<file path="src/rtl/fft_bitrev_reorder_pkg.sv">
`default_nettype none
// =============================================================================
// Module      : fft_bitrev_reorder_pkg
// Description : Shared FFT constants and the bit-reversal helper.
// Revision    : 1.0 - initial release
// =============================================================================
package fft_bitrev_reorder_pkg;

    localparam int c_width     = 16;
    localparam int c_log_n     = 6;
    localparam int c_max_log_n = 16;

    // Reverses the low log_n bits of value; bits at and above log_n return 0.
    function automatic logic [c_max_log_n-1:0] bitrev(
        input logic [c_max_log_n-1:0] value,
        input int unsigned            log_n
    );
        logic [c_max_log_n-1:0] w_rev;
        w_rev = '0;
        for (int i = 0; i < c_max_log_n; i++) begin
            if (i < int'(log_n)) begin
                w_rev[i] = value[int'(log_n) - 1 - i];
            end
        end
        return w_rev;
    endfunction

endpackage
`default_nettype wire

</file>
<file path="src/rtl/fft_bitrev_reorder_ram.sv">
`default_nettype none
// =============================================================================
// Module      : fft_bitrev_reorder_ram
// Description : Simple dual-port RAM, one write port, registered read port.
// Revision    : 1.0 - initial release
// =============================================================================
module fft_bitrev_reorder_ram #(
    parameter int DATA_W = 32,
    parameter int ADDR_W = 7
) (
    input  logic              clock,
    input  logic              i_wr_en,
    input  logic [ADDR_W-1:0] i_wr_addr,
    input  logic [DATA_W-1:0] i_wr_data,
    input  logic              i_rd_en,
    input  logic [ADDR_W-1:0] i_rd_addr,
    output logic [DATA_W-1:0] o_rd_data
);

    logic [DATA_W-1:0] r_mem [2**ADDR_W];
    logic [DATA_W-1:0] r_rd_data;

    // No reset on purpose so the array and read register map onto block RAM.
    always_ff @(posedge clock) begin
        if (i_wr_en) begin
            r_mem[i_wr_addr] <= i_wr_data;
        end
        if (i_rd_en) begin
            r_rd_data <= r_mem[i_rd_addr];
        end
    end

    assign o_rd_data = r_rd_data;

endmodule
`default_nettype wire

</file>
<file path="src/rtl/fft_bitrev_reorder.sv">
`default_nettype none
// =============================================================================
// Module      : fft_bitrev_reorder
// Description : Ping-pong reorder of bit-reversed FFT frames to natural order.
// Revision    : 1.0 - initial release
// =============================================================================
module fft_bitrev_reorder
    import fft_bitrev_reorder_pkg::*;
#(
    parameter int WIDTH = c_width,
    parameter int LOG_N = c_log_n
) (
    input  logic             clock,
    input  logic             reset,
    input  logic             di_en,
    input  logic [WIDTH-1:0] di_re,
    input  logic [WIDTH-1:0] di_im,
    output logic             do_en,
    output logic [WIDTH-1:0] do_re,
    output logic [WIDTH-1:0] do_im
);

    localparam logic [LOG_N-1:0] c_last = '1;
    localparam logic [LOG_N-1:0] c_one  = LOG_N'(1);

    logic [LOG_N-1:0]   r_wr_cnt;
    logic               r_wr_bank;
    logic [LOG_N-1:0]   r_rd_cnt;
    logic               r_rd_bank;
    logic               r_rd_active;
    logic               r_do_en;
    logic               r_out_loaded;
    logic [LOG_N-1:0]   w_wr_cnt_rev;
    logic               w_launch;
    logic [2*WIDTH-1:0] w_rd_data;

    generate
        for (genvar i = 0; i < LOG_N; i++) begin : g_bitrev
            assign w_wr_cnt_rev[i] = r_wr_cnt[LOG_N-1-i];
        end
    endgenerate

    assign w_launch = di_en && (r_wr_cnt == c_last);

    always_ff @(posedge clock or posedge reset) begin
        if (reset) begin
            r_wr_cnt  <= '0;
            r_wr_bank <= 1'b0;
        end else if (di_en) begin
            r_wr_cnt <= r_wr_cnt + c_one;
            if (w_launch) begin
                r_wr_bank <= ~r_wr_bank;
            end
        end
    end

    // A launch overrides the end-of-frame stop so back-to-back frames stream.
    always_ff @(posedge clock or posedge reset) begin
        if (reset) begin
            r_rd_cnt    <= '0;
            r_rd_bank   <= 1'b0;
            r_rd_active <= 1'b0;
        end else if (w_launch) begin
            r_rd_cnt    <= '0;
            r_rd_bank   <= r_wr_bank;
            r_rd_active <= 1'b1;
        end else if (r_rd_active) begin
            r_rd_cnt <= r_rd_cnt + c_one;
            if (r_rd_cnt == c_last) begin
                r_rd_active <= 1'b0;
            end
        end
    end

    fft_bitrev_reorder_ram #(
        .DATA_W (2*WIDTH),
        .ADDR_W (LOG_N+1)
    ) u_ram (
        .clock     (clock),
        .i_wr_en   (di_en),
        .i_wr_addr ({r_wr_bank, w_wr_cnt_rev}),
        .i_wr_data ({di_re, di_im}),
        .i_rd_en   (r_rd_active),
        .i_rd_addr ({r_rd_bank, r_rd_cnt}),
        .o_rd_data (w_rd_data)
    );

    always_ff @(posedge clock or posedge reset) begin
        if (reset) begin
            r_do_en      <= 1'b0;
            r_out_loaded <= 1'b0;
        end else begin
            r_do_en      <= r_rd_active;
            r_out_loaded <= r_out_loaded | r_rd_active;
        end
    end

    // The RAM read register is the output data register; it only loads while
    // reading, so it holds when idle. The mask gives zero data after reset.
    assign do_en = r_do_en;
    assign do_re = r_out_loaded ? w_rd_data[2*WIDTH-1:WIDTH] : '0;
    assign do_im = r_out_loaded ? w_rd_data[WIDTH-1:0]       : '0;

endmodule
`default_nettype wire

</file>
<file path="config.mk">
export PLATFORM = sky130hd
export DESIGN_NAME = fft_bitrev_reorder
export DESIGN_NICKNAME = d
export VERILOG_FILES = /design/src/rtl/fft_bitrev_reorder_pkg.sv /design/src/rtl/fft_bitrev_reorder_ram.sv /design/src/rtl/fft_bitrev_reorder.sv
export SDC_FILE = /design/constraint.sdc
export NUM_CORES = 2
export LEC_CHECK = 0
export ABC_CLOCK_PERIOD_IN_PS = 6100
export CORE_UTILIZATION = 55
export DETAILED_ROUTE_END_ITERATION = 10
export PLACE_DENSITY_LB_ADDON = 0.15
export SLEW_MARGIN = 20
export SYNTH_ARGS = -nofsm -noshare
export SYNTH_HDL_FRONTEND = slang
export SYNTH_SLANG_ARGS = --single-unit
</file>
<file path="constraint.sdc">
create_clock -name clock -period 6.1 [get_ports clock]
set_input_delay 1.525 -clock clock [delete_from_list [all_inputs] [get_ports clock]]
set_output_delay 1.525 -clock clock [all_outputs]
set_load 0.01 [all_outputs]
</file>
==> results.cfg <==
[placement]
io_buffers = 67
place_area_um2 = 165600
placed_cells_incl_taps = 10704
dp_hpwl_um = 263100
gp_congestion = 0.9109

[sta]
finalCriticalPeriod_ps = 4754
worstMarginPinSlew_ps = 1190
fin_setup_tns_ps = 0
clock_skew_ps = 54.20
hold_violations = 0
setup_viol = 0
relSlewSlack_pct = 18.58
report.final.slew_viol_count = 0
fmax_mhz = 210.4
rsz0062_at_grt = false
holdWs_ps = 587.6
fin_crit_sh_pct = 77.93

[logic_synthesis]
ys_seq_area_share_pct = 78.55
syn_inst = 6948
syn-num-nets = 6985
async_flop_share_pct = 0.4101
netlist_area_um2 = 158300
avgSynthCellArea_um2 = 22.79
netlist-cell-type-count = 51
synth_edf_count = 4128
synth_seq_cells = 4145
yosysWarnings = 0
ys.flop_type = edfxtp_1

[cells_and_area]
final_cell_mix = edfxtp_1, mux4_2, clkbuf_16
instances_no_fill = 11478
final_area_um2 = 179000
final_common_cell = edfxtp_1
nets = 7403
areaGrowthSynthToFinish_pct = 13.02
drive_above_1_share_pct = 26.99

[routing]
drt_drc_violations_left = 0
wl_per_cell_um = 37.34
dr.pass1.iters = 5
via_per_inst = 6.707
drtIter0Drc = 11479
dr_total_vias = 76979
routed_wl_um = 428600
ant_nets = 0

[worst_setup_path]
r2r_cells = 8
crit_fanout = 33
crit_required_ps = 4580
path_class = reg2out
startpoint_type = flop
arrival_ps = 3230
end_kind = output pin

[clock_network]
cts_setup_buffers = 0
cts_buffers = 414
cts_tree = yes
clock_latency_ps = 980
post_cts_resized = 0
cts.sinks = 4145
clk_pin_slew_ps = 60
cts_root_buf = clkbuf_16
cts.path.max_buffers = 4
htreeDepth = 5
postCtsHoldBufs = 0

[global_route]
antenna_found_initial = 37
grt_first_pass_wirelength_um = 596000
grt_max_degree = 105
track_usage_pct = 29.55
grt-ovfl-total = 0
grt_pass1_vias = 75345

[run]
max-cap-violations = 0

[floorplan]
row_count = 196
start_util_pct = 55.42
die-area_um2 = 290000
die_y_um = 538.6
ioPinCount = 68
die_w_um = 538.6
coreArea_um2 = 285700

[worst_hold_path]
hold_depth = 1
hp-class = reg2reg

[pwr]
cellPowerDensity_nw_per_um2 = 373.3
max-vdd-ir-drop_v = 0.0003619
power_leakage_nw = 58.44

[outcome]
status = finished clean
==> worst max-delay path, stage by stage, from the launching register on <==
cell	delay, ps
dfrtp_1	1060
and2_1	520
clkdlybuf4s50_1	650
==> state kept, by name, summed over array words and instances, names as in the netlist <==
| register | cells |
|---|---|
| u_ram.r_mem | 4096 |
| r_rd_bank | 1 |
| r_wr_bank | 1 |
| r_out_loaded | 1 |
| u_ram.o_rd_data | 32 |
| r_rd_active | 1 |
| r_rd_cnt | 6 |
| do_en | 1 |
| r_wr_cnt | 6 |
==> layout make-up <==
type,count,area (um^2)
fillers,19083,106700
multi-input cells,2398,32790
repair buffers,404,3804
well taps,3762,4707
flip-flops and latches,4145,124400
inverters,3,11.26
diodes,9,22.52
clock buffers,489,10710
clock inverters,268,2510
==> power by group <==
part | internal, mW | switching [mW] | total (mW)
Sequential | 32.0 | 0.355 | 32.3
Clock | 14.1 | 10.7 | 24.8
Combinational | 3.29 | 6.37 | 9.66
==> per-layer routing <==
metal / share of wire [%] / vias to the layer above / GRT usage [%]
li1: - / 30554 / -
met1: 38 / 41444 / 42.46
met2: 47 / 4299 / 45.09
met3: 10 / 680 / 5.669
met4: 4.6 / 2 / 12.16
met5: 0.0040 / - / 0
==> through the flow <==
step           utilization, %  setup WS (ps)  power, mW
4_1_cts                 62.57           1087      67.02
3_5_place_dp            57.95           1100      42.50
6_report                62.64           1346      66.81
2_1_floorplan               -           1147      37.86
5_1_grt                 62.63           1247      68.43
3_3_place_gp            57.88           1184      42.40
==> final timing paths <==
path | startpoint | to | slack (ps)
setup / recovery | r_out_loaded$_DFF_PP0_ | do_re[1] | 1350
hold / removal | r_wr_cnt[0]$_DFFE_PP0P_ | r_wr_cnt[0]$_DFFE_PP0P_ | 590
setup reg to reg | r_rd_cnt[0]$_DFFE_PP0P_ | u_ram.o_rd_data[1]$_DFFE_PP_ | 1380
hold reg to reg | r_wr_cnt[0]$_DFFE_PP0P_ | r_wr_cnt[0]$_DFFE_PP0P_ | 590
max in group asynchronous | reset | r_rd_cnt[0]$_DFFE_PP0P_ | 4250
min in group asynchronous | reset | do_en$_DFF_PP0_ | 1090
==> cells by family after synthesis <==
| logic type | after synthesis | share of synthesized area [%] |
|---|---|---|
| muxes | 1301 | 15.80 |
| DFF | 4145 | 78.55 |
| adders and majority gates | 2 | 0.01580 |
| xor gates and xnor gates | 10 | 0.05531 |
| and+or+nand+nor | 457 | 1.334 |
| buffers and inverters | 405 | 1.406 |
| AOI/OAI and AO/OA | 628 | 2.834 |
==> cell usage after synthesis (3+ instances only) <==
master,number,share of area [%]
clkbuf_1,139,0.33
o22ai_1,3,0.012
a22o_1,21,0.12
nor2_1,178,0.42
o2111ai_1,8,0.044
nor3_1,16,0.051
nand2b_1,6,0.024
o221ai_1,19,0.11
nor2b_1,45,0.18
buf_1,23,0.055
nand2_1,80,0.19
nand3_1,73,0.23
o21a_1,12,0.057
dfrtp_1,17,0.27
o21ai_1,3,0.0095
mux2_2,9,0.064
a211oi_1,35,0.17
buf_2,126,0.40
a2111oi_0,23,0.13
xor2_1,6,0.033
a221oi_1,50,0.28
mux2i_1,334,2.1
o21ai_0,32,0.10
a21oi_1,118,0.37
mux4_2,958,14
buf_6,32,0.23
xnor2_1,4,0.022
a31oi_1,17,0.067
edfxtp_1,4128,78
buf_4,82,0.39
o211ai_1,6,0.028
nand3b_1,5,0.024
a22oi_1,268,1.3
nand4_1,6,0.024
and2_1,40,0.16
a2111o_1,5,0.036
(Power assumes the default switching activity.)
